### src/rtl/ram_port_arbiter_pkg.sv
// Shared constants and helpers for the two-port Ram arbiter.
// No logic. Latency: n/a.
// Backpressure: n/a.
package ram_port_arbiter_pkg;

    localparam logic PORT0 = 1'b0;
    localparam logic PORT1 = 1'b1;

    // One-hot per-port vector for a port index
    function automatic logic [1:0] port_onehot(input logic p);
        return (p == PORT1) ? 2'b10 : 2'b01;
    endfunction

endpackage

`ifndef RPA_SLICE
// Port-p field of a packed two-port bus whose fields are w bits wide
`define RPA_SLICE(bus, p, w) bus[(p)*(w) +: (w)]
`endif

### src/rtl/rr_burst_picker.sv
// Two-way round-robin winner select with a burst limit, plus lastGrant/run state.
// Latency: grant is combinational from req and state; state updates at posedge.
// Backpressure: none; a requester that is not granted simply holds its request.
module rr_burst_picker
    import ram_port_arbiter_pkg::*;
#(
    parameter int MAX_BURST = 4
) (
    input  logic       clk,
    input  logic       res,
    input  logic [1:0] req_i,
    output logic [1:0] gnt_o,
    output logic       grant_vld_o,
    output logic       grant_port_o
);

    localparam int              RUN_W   = $clog2(MAX_BURST + 1);
    localparam logic [RUN_W-1:0] RUN_MAX = RUN_W'(MAX_BURST);
    localparam logic [RUN_W-1:0] RUN_ONE = RUN_W'(1);

    logic             last_grant_q, last_grant_d;
    logic [RUN_W-1:0] run_q, run_d;
    logic             win_vld;
    logic             win_port;

    // Pick the winner: a lone requester always wins; under contention the
    // previous owner keeps the Ram until it has used up its burst allowance.
    always_comb begin
        win_vld  = 1'b0;
        win_port = PORT0;
        if (!res) begin
            if (req_i[0] && req_i[1]) begin
                win_vld  = 1'b1;
                win_port = (run_q < RUN_MAX) ? last_grant_q : ~last_grant_q;
            end else if (req_i[0]) begin
                win_vld  = 1'b1;
                win_port = PORT0;
            end else if (req_i[1]) begin
                win_vld  = 1'b1;
                win_port = PORT1;
            end
        end
    end

    // Next burst state: extend the run on a repeat grant, restart it on a switch
    always_comb begin
        last_grant_d = last_grant_q;
        run_d        = run_q;
        if (win_vld) begin
            if (win_port == last_grant_q) begin
                run_d = (run_q == RUN_MAX) ? RUN_MAX : run_q + RUN_ONE;
            end else begin
                last_grant_d = win_port;
                run_d        = RUN_ONE;
            end
        end
    end

    // Reset to "port 1 has exhausted its burst" so port 0 wins the first contention
    always_ff @(posedge clk) begin
        if (res) begin
            last_grant_q <= PORT1;
            run_q        <= RUN_MAX;
        end else begin
            last_grant_q <= last_grant_d;
            run_q        <= run_d;
        end
    end

    assign gnt_o        = win_vld ? port_onehot(win_port) : 2'b00;
    assign grant_vld_o  = win_vld;
    assign grant_port_o = win_port;

endmodule

### src/rtl/ram_port_arbiter.sv
// Shares one Ram between two requesters: strobe mux plus tagged read-response pipeline.
// Latency: grant combinational; read data returns one cycle after the read grant.
// Backpressure: req/gnt on the request side; responses cannot be stalled.
module ram_port_arbiter
    import ram_port_arbiter_pkg::*;
#(
    parameter int WIDTH      = 32,
    parameter int ADDR_WIDTH = 10,
    parameter int MAX_BURST  = 4
) (
    input  logic                    clk,
    input  logic                    res,
    input  logic [1:0]              req,
    input  logic [1:0]              reqWe,
    input  logic [2*ADDR_WIDTH-1:0] reqAddr,
    input  logic [2*WIDTH-1:0]      reqData,
    output logic [1:0]              gnt,
    output logic [1:0]              rvalid,
    output logic [WIDTH-1:0]        rdata,
    output logic                    ramRe,
    output logic                    ramWe,
    output logic [ADDR_WIDTH-1:0]   ramReadAddr,
    output logic [ADDR_WIDTH-1:0]   ramWriteAddr,
    output logic [WIDTH-1:0]        ramDataIn,
    input  logic [WIDTH-1:0]        ramDataOut
);

    logic                  grant_vld;
    logic                  grant_port;
    logic                  sel_we;
    logic [ADDR_WIDTH-1:0] sel_addr;
    logic [WIDTH-1:0]      sel_data;
    logic                  rd_grant;
    logic                  rd_pend_q, rd_pend_d;
    logic                  rd_owner_q, rd_owner_d;

    rr_burst_picker #(
        .MAX_BURST (MAX_BURST)
    ) u_picker (
        .clk          (clk),
        .res          (res),
        .req_i        (req),
        .gnt_o        (gnt),
        .grant_vld_o  (grant_vld),
        .grant_port_o (grant_port)
    );

    assign sel_we   = reqWe[grant_port];
    assign sel_addr = `RPA_SLICE(reqAddr, grant_port, ADDR_WIDTH);
    assign sel_data = `RPA_SLICE(reqData, grant_port, WIDTH);
    assign rd_grant = grant_vld & ~sel_we;

    // Drive the Ram from the granted port; idle strobes and zeroed buses otherwise
    always_comb begin
        ramRe        = 1'b0;
        ramWe        = 1'b0;
        ramReadAddr  = '0;
        ramWriteAddr = '0;
        ramDataIn    = '0;
        if (grant_vld) begin
            ramWe        = sel_we;
            ramRe        = ~sel_we;
            ramReadAddr  = sel_addr;
            ramWriteAddr = sel_addr;
            ramDataIn    = sel_data;
        end
    end

    // Remember who owns the read currently in flight inside the Ram
    always_comb begin
        rd_pend_d  = rd_grant;
        rd_owner_d = rd_grant ? grant_port : rd_owner_q;
    end

    // Read-response pipeline state
    always_ff @(posedge clk) begin
        if (res) begin
            rd_pend_q  <= 1'b0;
            rd_owner_q <= PORT0;
        end else begin
            rd_pend_q  <= rd_pend_d;
            rd_owner_q <= rd_owner_d;
        end
    end

    // Masking with res drops a read that was granted just before reset rose
    assign rvalid = (rd_pend_q && !res) ? port_onehot(rd_owner_q) : 2'b00;
    assign rdata  = ramDataOut;

endmodule

### config.mk
export PLATFORM = sky130hd
export DESIGN_NAME = ram_port_arbiter
export DESIGN_NICKNAME = d
export VERILOG_FILES = /design/src/rtl/ram_port_arbiter_pkg.sv /design/src/rtl/rr_burst_picker.sv /design/src/rtl/ram_port_arbiter.sv
export SDC_FILE = /design/constraint.sdc
export NUM_CORES = 1
export LEC_CHECK = 0
export CAP_MARGIN = 20
export CORE_AREA = 2 2 82 84
export CTS_CLUSTER_DIAMETER = 120
export CTS_CLUSTER_SIZE = 25
export DETAILED_ROUTE_END_ITERATION = 12
export DIE_AREA = 0 0 84 86
export HOLD_SLACK_MARGIN = 0.15
export PLACE_DENSITY = 0.75
export SLEW_MARGIN = 10
export SYNTH_ARGS = -nofsm -noshare
export SYNTH_HDL_FRONTEND = slang
export SYNTH_SLANG_ARGS = --single-unit
export TNS_END_PERCENT = 30
### constraint.sdc
create_clock -name clk -period 5.2 [get_ports clk]
set_input_delay 0.78 -clock clk [delete_from_list [all_inputs] [get_ports clk]]
set_output_delay 0.78 -clock clk [all_outputs]
set_load 0.02 [all_outputs]
# Yosys cells after proc, flatten, opt, wreduce, memory -nomap -nowiden
# Cells that the tools add are included.
[word_totals]
reg_bits = 6
inputBits = 122
out_inout_bits = 90
elab_cells = 40
[classes]
add_sub_neg = 1
n_mul = 1
order_cmp = 2
n_eq_ne = 2
n_shift = 2
muxes = 20
bitwise_logic = 4
n_reduce_logical = 4
[op_table]
columns = ["operator", "n"]
rows = [
  ["64-bit by 7-bit variable part select with 32-bit output", 1],
  ["32-bit two-way mux", 1],
  ["20-bit by 6-bit variable part select with 10-bit output", 1],
  ["1-bit two-way mux", 12],
  ["10-bit two-way mux", 1],
  ["2-bit two-way mux", 4],
  ["3-bit two-way mux", 2],
  ["1-bit by 3-bit multiplier with 4-bit output, second input constant", 1],
  ["3-bit by 1-bit adder with 3-bit output, second input constant", 1],
  ["3-bit equality test, second input constant", 1],
  ["3-bit < comparator, second input constant", 1],
  ["1-bit NOT", 3],
  ["1-bit logical AND", 2],
  ["1-bit by 2-bit < comparator with 1-bit output, second input constant", 1],
  ["2-bit AND reduction", 1],
  ["1-bit bitwise AND", 1],
  ["1-bit equality test", 1],
  ["1-bit zero test", 1],
]

# Depth between registers and ports, before layout
[depth]
depth_word = 8
depth_mapped = 7
ltp_nobuf = 6

# By module
# Synthesis repeated with hierarchy kept, for this count alone.
[hier_totals]
cells_unflattened = 184
hier_area_um2 = 1495.2
[modules_own_cells]
columns = ["module", "instances", "cells_each", "area_each_um2", "seq_area_each_um2"]
rows = [
  ["ram_port_arbiter", 1, 149, 1208.7, 40.0],
  ["rr_burst_picker", 1, 35, 286.5, 80.1],
]

# Least setup slack after synthesis
# OpenSTA, ideal clock, no wires.
[synth_path]
path_type = "input to output"
startpoint = "input req[1]"
endpoint = "output ramWriteAddr[9]"
t_arrival_ns = 2.195
required_ns = 4.420
path_slack_ns = 2.225
cell_stages = 6
path_buffers = 2
path_cell_list = "clkbuf_1 > nor2_1 > nor2_1 > nand2_1 > o21ai_0 > buf_4"
[synth_via]
elab_chain_len = 7
elab_cells_between_ends = 11
cone_classes = "mul (1); shift (1); mux (8); reduce/logical (1)"
[synth_lines]
columns = ["element", "line_no", "source"]
rows = [
  ["from (decl)", "ram_port_arbiter.sv:13", "input logic [1:0] req,"],
  ["1-bit two-way mux", "rr_burst_picker.sv:38", "end else if (req_i[1]) begin"],
  ["1-bit two-way mux", "rr_burst_picker.sv:35", "end else if (req_i[0]) begin"],
  ["1-bit two-way mux", "rr_burst_picker.sv:32", "if (req_i[0] && req_i[1]) begin"],
  ["1-bit two-way mux", "rr_burst_picker.sv:31", "if (!res) begin"],
  ["1-bit by 3-bit multiplier with 4-bit output (no source line)", "--", ""],
  ["20-bit by 6-bit variable part select with 10-bit output (no source line)", "--", ""],
  ["10-bit two-way mux (*)", "--", ""],
  ["to (decl)", "ram_port_arbiter.sv:23", "output logic [ADDR_WIDTH-1:0] ramWriteAddr,"],
]
# Mark *: on every way between the ends. The rest lies on a longest branch, timed or not.

# Final worst setup path
[layout_path]
startpoint = "input res"
endpoint = "output ramWriteAddr[5]"
[layout_via]
elab_chain_len = 4
elab_cells_between_ends = 5
cone_classes = "mul (1); shift (1); mux (3)"
[layout_lines]
columns = ["element", "line_no", "source"]
rows = [
  ["from (decl)", "ram_port_arbiter.sv:12", "input logic res,"],
  ["1-bit two-way mux", "rr_burst_picker.sv:31", ""],
  ["1-bit by 3-bit multiplier with 4-bit output (no source line)", "--", ""],
  ["20-bit by 6-bit variable part select with 10-bit output (no source line)", "--", ""],
  ["10-bit two-way mux (*)", "ram_port_arbiter.sv:60", "if (grant_vld) begin"],
]
# Marked as above.

==> metrics <==
slew at the pin closest to its max-slew limit=between 0.4 and 0.5 ns; peak supply drop=between 0.08 and 0.09 mV; total CTS buffers=3; top cell type's share of synthesized area=29.9%; setup TNS=0 ns; FF-to-FF setup slack=3.46 ns; top-count cell post-synth=buf_4; critical path's top delay family=buffers and inverters; Synth Register Bits=6; Most common cell on crit path=clkdlybuf4s50_1; GRT Residual Overflow=0; Top FF cell, synth=dfxtp_1; HPWL Detailed=~4400 µm; Post-synth EDFFs=0; initial DRC count=53; R2R depth=5; Syn Std Cell Area=approximately 1200 µm²; async set-reset flop share out of synthesis=0%; Area contributors post-synth=a22o_1 30%, buf_4 29%, dfxtp_1 10%; slowest CP cell=clkdlybuf4s50_1; sequential element share of the synthesized area=10.0%; maximum root-to-sink buffer count=2; Die H=around 86 µm; Post-Route Utilization=about two fifths; Die W=84 µm; Cells after DPL=325; clock sink total=6; worst hold endpoint=u_picker.run_q[1]; Post-DP Area=2380 µm²; post-synth top area cell=a22o_1; Simple-Gate Fraction of Synth Area=roughly 9%; GP Congestion=0.770; largest family of logic cells by synthesized area=compound AO/OA/AOI/OAI gates; H-tree Lvls=1; Syn Nets=about 280; postcts setup bufs=0; Syn Inst Count=154; clk_lat worst skew=0.23 ns; CTS Hold Bufs=0; vias per cell=roughly 4.6; Static Leakage=0.914 nW; Power Density=162 nW/µm²; crit path cell chain=clkdlybuf4s50_1 > inv_1 > o211a_1 > buf_4 > a22o_1 > clkdlybuf4s50_1; fin cells=about 330; GR Util All Layers=13.6%; total die area=~7200 µm²; CTS tree=yes; largest net degree at the start of global routing=49; final layout net count=roughly 380; routed wire length=5390 µm; CP Class=in2out; Req. time, crit path=4.42 ns; RR Startpoint=u_picker.run_q[2]; yosys warns=0; Post-Synth XOR/XNOR Area=1.36%; Final Skew=roughly 0.007 ns; Max-Cap Viols=0; Final period util=73.3%; post-layout minimum cycle time=3.81 ns; Fmax=0.262 GHz; vias=1504; crit path DAT=roughly 3.0 ns; design area=approximately 2400 µm²; fraction of the mapped netlist area in compound gates=42.1%; CTS clk-pin slew, worst paths=0.04 ns; CTS root buf=clkbuf_8; row cnt=29; PortBufs=147; Setup crit end kind=output pin; area grow syn2layout=102%; Final Hold Viols=0; first-pass GRT wire length=roughly 7900 µm; filler cell count=around 620; diodes inserted=0; routed len/inst=approximately 16 µm; Placeable Area=6280 µm²; DRC=0; RSZ-0062 raised after global routing=no; synth cell count leaders=47 x buf_4, 41 x a22o_1, 8 x nand2_1, 8 x o21ai_0, 6 x dfxtp_1; post-CTS resize count=0; io pins=212; router iterations before antenna repair=4; Cell variety after synth=28; RR Endpoint=rd_pend_q; CP startpoint kind=input pin; crit-path max cell delay=0.61 ns; Slew headroom=about two thirds; CP Max Fanout=48; initial core utilization=19.1%; Adder-Cell Fraction of Synth Area=around 2.1%; max-slew violation count=0; status=complete, no violations; Routed Antenna Nets=0; hold path depth=2; multiplexer fraction of the synthesized cell area=0%; average cell area after synthesis=7.79 µm²; vias in the first global route=approximately 1500; layout cells sized above 1=3.59%; initial antenna violation count=0; Hold Crit Start=u_picker.run_q[1]; final setup vio count=0; Hold Crit Class=reg2reg; worst path bufs/invs=4
## metrics by stage
step / power, mW / hold slack (ns) / setup slack (ns)
global route: 0.413 / 0.506 / 1.20
finish: 0.391 / 0.485 / 1.39
floorplan: 0.220 / 0.449 / 2.23
CTS: 0.394 / 0.484 / 1.38
detailed placement: 0.322 / 0.479 / 1.40
global placement: 0.320 / 0.467 / 1.42
## layout make-up
| type | instances | area (µm²) | share of cell area, % |
|---|---|---|---|
| timing repair buffer | 149 | 1490 | 61.4 |
| multi-input combinational | 87 | 656 | 27.1 |
| sequential | 6 | 120 | 4.96 |
| tap | 77 | 96.3 | 3.98 |
| clock buffer | 3 | 41.3 | 1.70 |
| inverter | 6 | 22.5 | 0.930 |
## power by group
| part | switching, mW | internal, mW |
|---|---|---|
| registers | 0.00708 | 0.0507 |
| logic | 0.112 | 0.151 |
| clock network | 0.0210 | 0.0498 |
## worst max path at each step
stage                 from         endpoint  slack [ns]  cells after the start
floorplan           req[1]  ramWriteAddr[9]        2.23                      6
global placement       res            ramRe        1.42                      7
detailed placement     res            ramRe        1.40                      7
CTS                    res            ramRe        1.38                      7
global route           res            ramRe        1.20                      7
finish                 res  ramWriteAddr[5]        1.39                      6
## cell families after synthesis
kind of cell | after synthesis
compound gates | 62
xor+xnor | 1
fa+ha+maj | 2
buf+inv | 61
flops | 6
simple gates | 22
## registers in the layout, summed over array words and instances, names as in the netlist
register               flops
rd_pend_q                  1
rd_owner_q                 1
u_picker.run_q             3
u_picker.last_grant_q      1
## cells in the final DEF (no fill, tap or decap), drive strengths merged, types with 2 or more instances in the layout
master / instances
nand2: 8
a211oi: 3
a211o: 2
buf: 2
nor2: 4
a21oi: 3
nor2b: 3
inv: 6
ha: 2
o22ai: 2
o21ai: 8
a22o: 41
clkbuf: 3
nand3b: 2
clkdlybuf4s50: 147
dfxtp: 6
## worst reg2reg max path, cell delays in order (launching register included)
cell and delay, ns:
dfxtp_1 0.55, xor2_2 0.25, o211a_1 0.16, buf_4 0.41, inv_1 0.13, o22ai_1 0.16
## per-layer routing
metal,vias to the layer above,track usage (%),wire [µm],share of wire [%]
li1,715,-,-,-
met1,665,17.0,2130,39
met2,100,23.8,2710,50
met3,24,3.18,438,8.1
met4,0,3.37,117,2.2
met5,-,0,0,0
No activity file was read; power rests on OpenSTA's default activity.
==> RTL edit (same settings) <==
`ADDR_WIDTH`: 10 -> 9.
--- a/src/rtl/ram_port_arbiter.sv
+++ b/src/rtl/ram_port_arbiter.sv
@@ -7,3 +7,3 @@
     parameter int WIDTH      = 32,
-    parameter int ADDR_WIDTH = 10,
+    parameter int ADDR_WIDTH = 9,
     parameter int MAX_BURST  = 4
Interface: changed (resized ramReadAddr, ramWriteAddr and reqAddr); port bits go from 212 to 208. The function was not compared with the original's and may differ.
==> RTL edit against the unedited design <==
- register-to-register slack better by 60 ps
- design area shrank 4.0%
- area after synthesis is 5.8% lower
- setup slack worse by 400 ps
- total power fell by 6.5%
- die area unchanged
- combinational power is 7.6% lower
- first-iteration DRC count is 42% lower
- wire length fell by 14%
- count of clock-buffer cells in the layout unchanged
- highest routed layer unchanged
- critical path depth is the same
- sequential cell count stayed put
- critical endpoint is now ramDataIn[8]
==> RTL edit: results (changes against the unedited design) <==
* Status: finished clean (unchanged)
* Fin cells at 316 (was 328)
* Vias in the first global route at 1483 (was 1467)
* R2R depth at 4 (was 5)
* Iteration count of the initial detailed-routing pass at 4 (unchanged)
* Combinational Power Share at 66.5% (was 67.1%)
* Post-synth top flop: dfxtp_1 (unchanged)
* Setup-failing EPs final at 0 (unchanged)
* Slowest cell on the critical path: o211a_1 (was clkdlybuf4s50_1)
* Peak VDD IR at 69.96 uV (was 80.33 uV)
* Worst Hold End: u_picker.run_q[1]$_SDFFE_PP0P_ (unchanged)
* Vias per inst at 4.570 (was 4.585)
* Synth cell count leaders: 44 x buf_4, 40 x a22o_1, 7 x nand2_1 (was 47 x buf_4, 41 x a22o_1, 8 x nand2_1, 8 x o21ai_0, 6 x dfxtp_1)
* CP max FO at 24 (was 48)
* Worst Path Arrival at 3430 ps (was 3030 ps)
* GPL Wtd Cong at 0.7630 (was 0.7697)
* Dpl cells at 313 (was 325)
* Ranking of synthesized cells by area: a22o_1 31%, buf_4 29%, dfxtp_1 11% (was a22o_1 30%, buf_4 29%, dfxtp_1 10%)
* P_int at 241.4 uW (was 251.3 uW)
* Clock Path Buffers at 2 (unchanged)
* Final HPWL DP at 4014 um (was 4375 um)
* Hold Crit Class: reg2reg (unchanged)
* Initial antenna violation count at 0 (unchanged)
* Total track usage at 11.95% (was 13.65%)
* Initial core utilization at 18.00% (was 19.12%)
* Post-synth ARST share at 0% (unchanged)
* Worst slew pin tran at 718.6 ps (was 496.5 ps)
* Largest register by flop count: u_picker.run_q (unchanged)
* Placed Area at 2283 sq um (was 2381 sq um)
* Post-Route WL at 4620 um (was 5393 um)
* H-tree Lvls at 1 (unchanged)
* Seq. pwr at 55.1 uW (was 57.8 uW)
* Skew final at 2.961 ps (was 7.145 ps)
* Leakage at 0.0008828 uW (was 0.0009141 uW)
* DRT iter0 DRCs at 31 (was 53)
* Synthesized Nets at 263 (was 278)
* Hold Crit Start: u_picker.run_q[1]$_SDFFE_PP0P_ (unchanged)
* Hold Path Depth at 2 (unchanged)
* Number of buffers added on ports at 143 (was 147)
* # diodes at 0 (unchanged)
* Hold Fails Final Rpt at 0 (unchanged)
* Yosys cell types at 24 (was 28)
* Delay-heaviest family, CP: buffers and inverters (unchanged)
* Post-CTS Setup Repair Bufs at 0 (unchanged)
* Post-synthesis sequential area ratio at 10.63% (was 10.01%)
* Max stage delay on crit path at 640 ps (was 610 ps)
* Largest net degree at the start of global routing at 27 (was 49)
* CTS resizes at 0 (unchanged)
* WHS at 482.2 ps (was 484.5 ps)
* Share of cells above drive strength 1 at 3.766% (was 3.586%)
* Grt total ovfl at 0 (unchanged)
* Number of nets in the layout at 363 (was 377)
* Number of flip-flops in the largest register at 3 (unchanged)
* Final Max Slew Viols at 0 (unchanged)
* Fill cell count at 657 (was 615)
* Reg2reg setup slack at 3520 ps (was 3460 ps)
* Synthesized instance count at 141 (was 154)
* First-pass GRT wire length at 7079 um (was 7886 um)
* Reg-to-Reg Start: u_picker.run_q[2]$_SDFFE_PP1P_ (unchanged)
* Num CTS Buffers at 3 (unchanged)
-- RTL edit: cell types whose count changed in the layout (fill, tap and decap cells not counted), sizes merged, moves of 2 or more --
cell / change
nand3b: -2
nor2b: -2
clkdlybuf4s50: -4
nand2b: +2
o21ai: -2
-- RTL edit: through the flow --
stage | total power [uW] | setup WS, ps
6_report | 366.1 | 985.9
5_1_grt | 388.7 | 751.4
2_1_floorplan | 205.5 | 2455
3_3_place_gp | 299.3 | 1038
4_1_cts | 371.9 | 943.1
3_5_place_dp | 301.4 | 999.4
-- RTL edit: kinds of logic (layout without fill, tap and decap cells) --
kind of cell    count (synthesis)  in the layout  synth area share (%)
fa+ha+maj                       2              2                 2.214
xor+xnor                        1              1                 1.440
simple gates                   17             17                 6.867
buf+inv                        58            156                 37.43
flops                           6              6                 10.63
compound gates                 57             57                 41.42
-- RTL edit: final cells by class --
type	count	area (sq um)	area share, %
Clock buffer	3	41.29	1.776
Timing Repair Buffer	146	1454	62.54
Inverter	7	26.28	1.130
Multi-Input combinational cell	77	586.8	25.24
Sequential cell	6	120.1	5.167
Tap cell	77	96.34	4.144
-- RTL edit: worst max path at each step --
stage	from	endpoint	slack [ps]	cells past startpoint
final	res	ramDataIn[8]	990	6
after global routing	res	ramDataIn[8]	750	6
after CTS	res	ramDataIn[8]	940	6
after detailed placement	res	ramDataIn[8]	1000	6
after global placement	res	ramDataIn[8]	1040	6
after floorplan	res	ramWriteAddr[8]	2450	6
-- RTL edit: metal layers --
metal,GRT usage (%),vias to the layer above,wire [um]
met5,0,-,0
met4,4.545,0,122
met3,3.850,20,519
met2,23.93,112,2460
met1,11.21,643,1517
li1,-,669,-
-- RTL edit: worst reg2reg max path, cell delays in order (launching register included) --
cell and delay, ps:
dfxtp_1 460, xor2_2 240, o211a_1 640, inv_1 130
o22ai_1 140
